File: config.mk
export PLATFORM = sky130hd
export DESIGN_NAME = sprite_commit_ctrl
export DESIGN_NICKNAME = d
export VERILOG_FILES = /design/src/rtl/sprite_commit_ctrl.sv
export SDC_FILE = /design/constraint.sdc
export NUM_CORES = 1
export LEC_CHECK = 0
export ABC_AREA = 1
export BUFFER_PORTS_ARGS = -buffer_cell sky130_fd_sc_hd__buf_2
export CAP_MARGIN = 20
export CORE_UTILIZATION = 55
export CTS_CLUSTER_SIZE = 16
export DETAILED_ROUTE_END_ITERATION = 16
export GPL_ROUTABILITY_DRIVEN = 0
export GPL_TIMING_DRIVEN = 0
export PLACE_DENSITY = 0.8
export SETUP_SLACK_MARGIN = 0.2
export SLEW_MARGIN = 20
export SYNTH_ARGS = -nofsm -noshare
export SYNTH_HDL_FRONTEND = slang
export SYNTH_SLANG_ARGS = --single-unit
File: constraint.sdc
create_clock -name clk -period 3.4 [get_ports clk]
set_input_delay 0.17 -clock clk [delete_from_list [all_inputs] [get_ports clk]]
set_output_delay 0.17 -clock clk [all_outputs]
set_load 0.005 [all_outputs]
File: src/rtl/sprite_commit_ctrl.sv
// Frame-synchronous sprite register commit: shadow bank written by the bus, dirty entries
// copied to the renderer once per vblank. Optional commit-done irq via SPRITE_COMMIT_IRQ_EN.
module sprite_commit_ctrl #(
  parameter int unsigned NUM_REGS     = 16,
  parameter int unsigned DATA_W       = 16,
  parameter int unsigned ANIM_DIV_RST = 6
) (
  input  logic                        clk,
  input  logic                        reset_n,
  input  logic                        chipselect,
  input  logic                        write,
  input  logic [8:0]                  address,
  input  logic [31:0]                 writedata,
  input  logic                        vga_blank_n,
  input  logic [9:0]                  vcount,
  output logic                        reg_we,
  output logic [$clog2(NUM_REGS)-1:0] reg_addr,
  output logic [DATA_W-1:0]           reg_data,
  output logic [1:0]                  anim_phase,
  output logic                        busy,
  output logic [15:0]                 frame_cnt,
  output logic                        irq
);

  localparam int unsigned IDX_W = $clog2(NUM_REGS);
  localparam logic [IDX_W-1:0] LastIdx = IDX_W'(NUM_REGS - 1);

  typedef enum logic [1:0] {StIdle, StScan, StDone} state_e;

  state_e              r_state;
  logic [IDX_W-1:0]    r_idx;
  logic [DATA_W-1:0]   r_shadow [NUM_REGS];
  logic [NUM_REGS-1:0] r_dirty;
  logic [7:0]          r_anim_div;
  logic [7:0]          r_div_cnt;
  logic [1:0]          r_anim_phase;
  logic [15:0]         r_frame_cnt;
  logic                r_busy;
  logic                r_reg_we;
  logic [IDX_W-1:0]    r_reg_addr;
  logic [DATA_W-1:0]   r_reg_data;
  logic                r_blank_d1;

  logic             w_vb;
  logic             w_wr;
  logic             w_wr_reg;
  logic             w_wr_div;
  logic [IDX_W-1:0] w_wr_idx;
  logic [7:0]       w_div_eff;
  logic             w_div_wrap;
  logic             w_scan_last;
  logic             w_unused_wdata;

  assign w_vb        = r_blank_d1 & ~vga_blank_n & (vcount >= 10'd480);
  assign w_wr        = chipselect & write;
  assign w_wr_reg    = w_wr && (32'(address) < NUM_REGS);
  assign w_wr_div    = w_wr && (address == 9'h1F0);
  assign w_wr_idx    = address[IDX_W-1:0];
  assign w_div_eff   = (r_anim_div == 8'd0) ? 8'd1 : r_anim_div;
  assign w_div_wrap  = (r_div_cnt >= (w_div_eff - 8'd1));
  assign w_scan_last = (r_state == StScan) && (r_idx == LastIdx);
  assign w_unused_wdata = ^writedata[31:DATA_W];

  always_ff @(posedge clk or negedge reset_n) begin
    if (!reset_n) begin
      r_blank_d1 <= 1'b0;
    end else begin
      r_blank_d1 <= vga_blank_n;
    end
  end

  always_ff @(posedge clk or negedge reset_n) begin
    if (!reset_n) begin
      r_state      <= StIdle;
      r_idx        <= '0;
      for (int i = 0; i < int'(NUM_REGS); i++) r_shadow[i] <= '0;
      r_dirty      <= '0;
      r_anim_div   <= 8'(ANIM_DIV_RST);
      r_div_cnt    <= 8'd0;
      r_anim_phase <= 2'd0;
      r_frame_cnt  <= 16'd0;
      r_busy       <= 1'b0;
      r_reg_we     <= 1'b0;
      r_reg_addr   <= '0;
      r_reg_data   <= '0;
    end else begin
      r_reg_we <= 1'b0;
      case (r_state)
        StIdle: begin
          if (w_vb) begin
            r_state     <= StScan;
            r_idx       <= '0;
            r_busy      <= 1'b1;
            r_frame_cnt <= r_frame_cnt + 16'd1;
            if (w_div_wrap) begin
              r_div_cnt    <= 8'd0;
              r_anim_phase <= r_anim_phase + 2'd1;
            end else begin
              r_div_cnt <= r_div_cnt + 8'd1;
            end
          end
        end
        StScan: begin
          if (r_dirty[r_idx]) begin
            r_reg_we       <= 1'b1;
            r_reg_addr     <= r_idx;
            r_reg_data     <= r_shadow[r_idx];
            r_dirty[r_idx] <= 1'b0;
          end
          r_idx <= r_idx + IDX_W'(1);
          if (w_scan_last) r_state <= StDone;
        end
        StDone: begin
          r_state <= StIdle;
          r_busy  <= 1'b0;
        end
        default: r_state <= StIdle;
      endcase
      // A bus write after the commit clear keeps the entry dirty on a same-index collision.
      if (w_wr_reg) begin
        r_shadow[w_wr_idx] <= writedata[DATA_W-1:0];
        r_dirty[w_wr_idx]  <= 1'b1;
      end
      if (w_wr_div) r_anim_div <= writedata[7:0];
    end
  end

`ifdef SPRITE_COMMIT_IRQ_EN
  logic r_irq;

  // Set on entry to DONE; set takes priority over a same-cycle clear.
  always_ff @(posedge clk or negedge reset_n) begin
    if (!reset_n) begin
      r_irq <= 1'b0;
    end else if (w_scan_last) begin
      r_irq <= 1'b1;
    end else if (w_wr && (address == 9'h1FF)) begin
      r_irq <= 1'b0;
    end
  end

  assign irq = r_irq;
`else
  assign irq = 1'b0;
`endif

  assign reg_we     = r_reg_we;
  assign reg_addr   = r_reg_addr;
  assign reg_data   = r_reg_data;
  assign anim_phase = r_anim_phase;
  assign busy       = r_busy;
  assign frame_cnt  = r_frame_cnt;

endmodule

==> flow_metrics.env, run 1 <==
export IMPL_crit_arrival_ns=3.37
export IMPL_coreArea_um2=27300
export IMPL_nets=2095
export IMPL_maxSlewViolCount=0
export IMPL_reg2reg_slack_ns=0.44
export IMPL_seqCellArea_um2=8390
export IMPL_drt_wl_total_um=47500
export IMPL_min_path_cells=3
export IMPL_syn_avg_cell_area_um2=8.09
export IMPL_rsz0062_at_grt="no"
export IMPL_async_reset_ff_share_pct=100
export IMPL_grt_max_degree=103
export IMPL_htreeDepth=2
export IMPL_initial_utilization_pct=56.6
export IMPL_slew_headroom_pct=30.1
export IMPL_setup_viol=0
export IMPL_die_h_um=169
export IMPL_numClockSinks=335
export IMPL_netlist_area_leader_share_pct=54.0
export IMPL_hold_path_class="input port to register"
export IMPL_worstSkewPairLatency_ns=0.53
export IMPL_netlist_instances=1907
export IMPL_via_per_inst=5.92
export IMPL_drcViolationCount=0
export IMPL_setup_ws_ns=0.440
export IMPL_cts_setup_buffers=0
export IMPL_wl_met2_um=21200
export IMPL_yosys_register_bits=335
export IMPL_min_to="r_shadow[150]$_DFFE_PN0P_"
export IMPL_cts_root_buf="clkbuf_16"
export IMPL_cts_buffer_depth=3
export IMPL_cp_max_fo=4
export IMPL_wl_met1_um=18800
export IMPL_synth_area_um2=15400
export IMPL_p_leak_nw=8.42
export IMPL_antenna_cells=0
export IMPL_dpl_worst_slack_ns=0.425
export IMPL_synth_area_top_cells="dfrtp_1 54%, nand2_1 13%, o21ai_0 8.4%, o21ai_1 7.3%, nor2_1 6.3%"
export IMPL_cts_buffers=36
export IMPL_highest_layer="met5"
export IMPL_required_ns=3.81
export IMPL_synth_commonest_cells="526 x nand2_1, 333 x dfrtp_1, 260 x o21ai_0"
export IMPL_yosys_most_used_dff="dfrtp_1"
export IMPL_die_x_um=169
export IMPL_antenna_found_initial=3
export IMPL_rows=60
export IMPL_hold_start="writedata[6]"
export IMPL_fmax_ghz=0.338
export IMPL_grt_pass1_wl_um=74900
export IMPL_ant_nets=0
export IMPL_tightestPinTransition_ns=1.05
export IMPL_routed_wl_met3_um=5010
export IMPL_worstRegToRegCells=16
export IMPL_tns_ns=0
export IMPL_fill_cells=2256
export IMPL_grt_usage_pct=34.1
export IMPL_syn_to_final_growth_pct=14.3
export IMPL_ir_drop_v=0.000350
export IMPL_num_vias=14300
export IMPL_post_synth_top_count_cell="nand2_1"
export IMPL_cts_tree="done"
export IMPL_seq_area_frac_synth_pct=54.4
export IMPL_portBuffers=74
export IMPL_p_per_area_nw_per_um2=753
export IMPL_syn_num_nets=1978
export IMPL_endpoint_kind="register"
export IMPL_cap_violations=0
export IMPL_min_period_over_period_pct=87.1
export IMPL_ioPinCount=97
export IMPL_start_kind="register"
export IMPL_dr_pass1_iters=6
export IMPL_r2r_end="r_div_cnt[5]$_DFFE_PN0P_"
export IMPL_timing_rr_start="r_anim_div[2]$_DFFE_PN1P_"
export IMPL_multiInputGateArea_um2=6190
export IMPL_overflow=0
export IMPL_ys_types=33
export IMPL_drt_iter0_markers=2025
export IMPL_period_minus_slack_ns=2.96
export IMPL_yosys_warnings=0
export IMPL_yosysTopAreaCell="dfrtp_1"
export IMPL_dp_hpwl_um=33300
export IMPL_fin_skew_ns=0.0121
export IMPL_wl_per_cell_um=19.6
export IMPL_hold_violations=0
export IMPL_post_route_cells_drive_above_1_share_pct=9.45
export IMPL_status="finished, final reports clean"
export IMPL_postCtsResizedCells=0
export IMPL_critical_path_class="register to register"
export IMPL_synth_edff_count=0
export IMPL_die_area_um2=28700
export IMPL_cts_clk_slew_worst_paths_ns=0.06
export IMPL_grt_pass1_vias=13900
cell type report:
type / instances / area share (%)
Clock buffer: 53 / 6.21
Sequential cell: 335 / 47.5
Tap cell: 372 / 2.64
Multi-Input combinational cell: 1376 / 35.1
Buffer: 123 / 3.26
Timing Repair Buffer: 79 / 2.74
Clock inverter: 13 / 0.929
Inverter: 73 / 1.55
state kept, by name (all words and copies together), names as in the netlist, 4 cells and up:
name,cells
reg_data,16
r_idx,4
r_dirty,16
r_shadow,256
reg_addr,4
frame_cnt,16
r_anim_div,8
r_div_cnt,8
worst max path at each step:
stage	from	to	slack (ns)
global placement	reset_n	r_shadow[81]$_DFFE_PN0P_	-4.08
finish	r_anim_div[2]$_DFFE_PN1P_	r_div_cnt[5]$_DFFE_PN0P_	0.44
floorplan	r_anim_div[2]$_DFFE_PN1P_	r_div_cnt[2]$_DFFE_PN0P_	0.97
CTS	r_anim_div[2]$_DFFE_PN1P_	r_div_cnt[5]$_DFFE_PN0P_	0.42
global route	r_anim_div[2]$_DFFE_PN1P_	r_div_cnt[5]$_DFFE_PN0P_	0.24
detailed placement	r_anim_div[2]$_DFFE_PN1P_	r_div_cnt[5]$_DFFE_PN0P_	0.42
per-stage QoR:
step           instance area, µm²  power, mW  utilization (%)  std cells  hold WS (ns)
5_1_grt                     17600       13.9             64.7       2424        0.0401
3_3_place_gp                16300       8.89             59.7       2353         0.295
4_1_cts                     17600       13.1             64.7       2424        0.0151
2_1_floorplan               15400       7.33                -       1907        -0.126
3_5_place_dp                16400       8.99             60.0       2356         0.122
6_report                    17600       13.3             64.7       2424       0.00881
worst max-delay path, stage by stage, from the launching register on:
cell and delay [ns]:
dfstp_2 0.59, or2_2 0.14, nor2_1 0.05, a31oi_1 0.31
ha_1 0.29, inv_1 0.05, nor2_1 0.12, xor2_1 0.17
inv_1 0.06, ha_1 0.27, nand2_1 0.05, nor2_1 0.08
nand2_1 0.10, nand2_1 0.15, nand2_1 0.19, inv_1 0.19
nor2_1 0.07
report_power, final:
group / total [mW] / switching, mW / internal, mW
registers: 4.51 / 0.225 / 4.29
clock network: 4.13 / 1.65 / 2.48
logic: 4.63 / 3.24 / 1.39
total: 13.3 / 5.12 / 8.15
logic make-up (layout without fill, tap and decap cells):
logic type	after synthesis	count (layout)	synth area share, %
AND/OR/NAND/NOR	838	838	21.2
XOR/XNOR	25	25	1.42
adder cells (fa/ha/maj)	15	15	1.22
other	1	1	0.0243
buffers and inverters	196	341	5.51
flip-flops	335	335	54.4
AO/OA/AOI/OAI	497	497	16.2
what timing repair did:
| item | CTS | global route |
|---|---|---|
| setup endpoints to repair | 0 | 0 |
| endpoints found under the hold margin | 51 | 0 |
| hold buffers | 2 | 0 |
cells in the final DEF, fill, tap and decap left out, types with 2 or more instances in the layout:
cell / count
nand2_1: 526
dfrtp_1: 333
o21ai_0: 260
nor2_1: 259
o21ai_1: 226
buf_2: 92
clkbuf_1: 85
inv_1: 69
clkbuf_16: 37
nand3_1: 22
xor2_1: 17
ha_1: 15
buf_4: 14
nand4_1: 11
clkbuf_8: 11
xnor2_1: 8
nor3_1: 7
buf_6: 5
buf_1: 5
clkinv_2: 5
nor3_2: 4
or2_2: 3
inv_2: 3
nor2_2: 3
a21oi_1: 3
bufinv_16: 3
buf_16: 3
a31oi_1: 2
nand2_4: 2
o21bai_1: 2
inv_6: 2
clkinvlp_4: 2
dlygate4sd3_1: 2
dfstp_2: 2
routing by layer:
layer / track usage, % / up-vias
met5: 0 / -
met2: 52.5 / 852
li1: - / 6428
met1: 45.6 / 6880
met4: 17.4 / 4
met3: 7.51 / 177
Note: power is estimated with default switching activity, not from simulation.
==> run 2, diff against run 1 <==
--- a/config.mk
+++ b/config.mk
@@ -8,6 +8,7 @@
 export ABC_AREA = 1
 export BUFFER_PORTS_ARGS = -buffer_cell sky130_fd_sc_hd__buf_2
 export CAP_MARGIN = 20
+export CORE_ASPECT_RATIO = 1.25
 export CORE_UTILIZATION = 55
 export CTS_CLUSTER_SIZE = 16
 export DETAILED_ROUTE_END_ITERATION = 16
==> run 2 against run 1 <==
Effect of this change:
- critical path depth unchanged
- clock skew up 0.0096 ns
- cell count is 1.3% lower
- sequential power is essentially flat
- via count is 1.5% lower
- first-iteration DRC count decreased by 7.7%
- global-route usage down 0.56 points
- register-to-register slack gained 0.23 ns
- clock power fell by 14%
- worst setup slack improved by 0.23 ns
- non-clock buffer count did not move
- critical endpoint is now r_div_cnt[2]$_DFFE_PN0P_
==> flow_metrics.env, run 2 (synthesized netlist as in run 1, its figures left out) <==
export IMPL_nets=2093
export IMPL_dr_pass1_iters=5
export IMPL_crit_start="r_anim_div[2]$_DFFE_PN1P_"
export IMPL_worstSkewPairLatency_ns=0.53
export IMPL_r2r_end="r_div_cnt[2]$_DFFE_PN0P_"
export IMPL_largest_reg_flops=256
export IMPL_cts_buffers=34
export IMPL_cts_root_buf="clkbuf_16"
export IMPL_timing_rr_start="r_anim_div[2]$_DFFE_PN1P_"
export IMPL_worstRegToRegCells=16
export IMPL_htreeDepth=2
export IMPL_antenna_cells=0
export IMPL_largest_register="r_shadow"
export IMPL_coreArea_um2=27600
export IMPL_tightestPinTransition_ns=1.12
export IMPL_min_period_over_period_pct=80.3
export IMPL_slowest_stage="dfstp_2"
export IMPL_initial_utilization_pct=56.0
export IMPL_maxSlewViolCount=0
export IMPL_status="finished, final reports clean"
export IMPL_tns_ns=0
export IMPL_drt_iter0_markers=1870
export IMPL_die_area_um2=28700
export IMPL_cp_top_family="simple AND/OR/NAND/NOR gates"
export IMPL_dp_hpwl_um=33100
export IMPL_cts_tree="done"
export IMPL_pwr_share_clk_pct=28.0
export IMPL_dp_cells=2334
export IMPL_p_leak_nw=8.31
export IMPL_fin_skew_ns=0.0217
export IMPL_antenna_found_initial=2
export IMPL_dpl_worst_slack_ns=0.686
export IMPL_rows=68
export IMPL_stdcell_count=2393
export IMPL_worst_path_buf_inv=3
export IMPL_portBuffers=74
export IMPL_cap_violations=0
export IMPL_critical_path_class="register to register"
export IMPL_crit_chain="or2_2 > nor2_1 > a31oi_1 > ha_1 > inv_1 > nor2_1 > xor2_1 > inv_1 > ha_1 > nand2_1 > nor2_1 > nand2_1 > nand2_1 > nand2_1 > inv_1 > nor2_1"
export IMPL_ant_nets=0
export IMPL_drcViolationCount=0
export IMPL_hold_violations=0
export IMPL_setup_ws_ns=0.668
export IMPL_layout_common_cells="526 x nand2_1, 333 x dfrtp_1, 260 x o21ai_0"
export IMPL_wl_per_cell_um=19.8
export IMPL_start_kind="register"
export IMPL_period_minus_slack_ns=2.73
export IMPL_overflow=0
export IMPL_slew_headroom_pct=25.5
export IMPL_grt_usage_pct=33.5
export IMPL_p_sw_share_pct=39.6
export IMPL_required_ns=3.81
export IMPL_hold_path_class="input port to register"
export IMPL_crit_end="r_div_cnt[2]$_DFFE_PN0P_"
export IMPL_hold_start="writedata[15]"
export IMPL_grt_max_degree=99
export IMPL_p_switching_mw=5.00
export IMPL_crit_arrival_ns=3.14
export IMPL_fmax_ghz=0.366
export IMPL_p_per_area_nw_per_um2=728
export IMPL_numClockSinks=335
export IMPL_pwr_share_comb_pct=36.4
export IMPL_drt_wl_total_um=47300
export IMPL_slowest_delay_ns=0.56
export IMPL_intPower_mw=7.64
export IMPL_layout_commonest_cell="nand2_1"
export IMPL_grt_pass1_vias=13700
export IMPL_seqPwrFrac_pct=35.6
export IMPL_cts_buffer_depth=3
export IMPL_via_per_inst=5.90
export IMPL_reg2reg_slack_ns=0.67
export IMPL_ir_drop_v=0.000347
export IMPL_endpoint_kind="register"
export IMPL_die_x_um=152
export IMPL_num_vias=14100
export IMPL_syn_to_final_growth_pct=12.6
export IMPL_cts_setup_buffers=0
export IMPL_grt_pass1_wl_um=75000
export IMPL_die_h_um=189
export IMPL_finish_utilization_pct=63.0
export IMPL_setup_viol=0
export IMPL_cts_clk_slew_worst_paths_ns=0.06
export IMPL_cp_num_cells=16
export IMPL_ioPinCount=97
export IMPL_rsz0062_at_grt="no"
export IMPL_post_route_cells_drive_above_1_share_pct=8.81
export IMPL_cp_max_fo=4
-- run 2: per-stage QoR --
| stage | hold WS [ns] | area (µm²) | power (mW) |
|---|---|---|---|
| 3_5_place_dp | 0.208 | 16300 | 9.01 |
| 4_1_cts | 0.0114 | 17400 | 12.5 |
| 3_3_place_gp | 0.301 | 16200 | 8.86 |
| 5_1_grt | 0.0468 | 17400 | 13.3 |
| 2_1_floorplan | -0.126 | 15400 | 7.33 |
| 6_report | 0.00989 | 17400 | 12.6 |
-- run 2: repair_timing --
item,in CTS,in global routing
hold buffers,2,0
endpoints found under the hold margin,78,0
resized for setup,0,0
-- run 2: power groups by stage --
stage	sequential, mW	clock (mW)	combinational (mW)
after global routing	4.54	3.70	5.02
final	4.51	3.54	4.60
after CTS	4.50	3.54	4.47
after global placement	4.56	0	4.31
after detailed placement	4.57	0	4.44
after floorplan	4.53	0	2.80
-- run 2: layer usage --
| metal | up-vias | GRT usage [%] | wire length (µm) |
|---|---|---|---|
| met1 | 6740 | 43.1 | 18100 |
| met2 | 788 | 54.4 | 22200 |
| met5 | - | 0 | 23 |
| met4 | 2 | 18.9 | 2770 |
| met3 | 190 | 5.13 | 4170 |
| li1 | 6401 | - | - |
-- run 2: cell type report --
type / count / area [µm²]
Clock buffer: 49 / 957
Clock inverter: 8 / 66.3
Buffer: 123 / 576
Sequential cell: 335 / 8390
Inverter: 73 / 274
Timing Repair Buffer: 79 / 483
Multi-Input combinational cell: 1376 / 6190
Fill cell: 2324 / 10200
Tap cell: 350 / 438
-- run 2: how the worst min path moves through the flow --
stage                                 to  slack, ns  cells past startpoint
2_1_floorplan  anim_phase[0]$_DFFE_PN0P_      -0.13                      0
3_3_place_gp        r_blank_d1$_DFF_PN0_       0.30                      1
3_5_place_dp   r_shadow[129]$_DFFE_PN0P_       0.21                      1
4_1_cts         r_shadow[63]$_DFFE_PN0P_       0.01                      3
5_1_grt        r_shadow[147]$_DFFE_PN0P_       0.05                      3
6_report        r_shadow[95]$_DFFE_PN0P_       0.01                      3
-- run 2: tightest hold or removal path, cell delays in order --
cell and delay [ns]:
buf_2 0.07, inv_1 0.11, o21ai_1 0.15
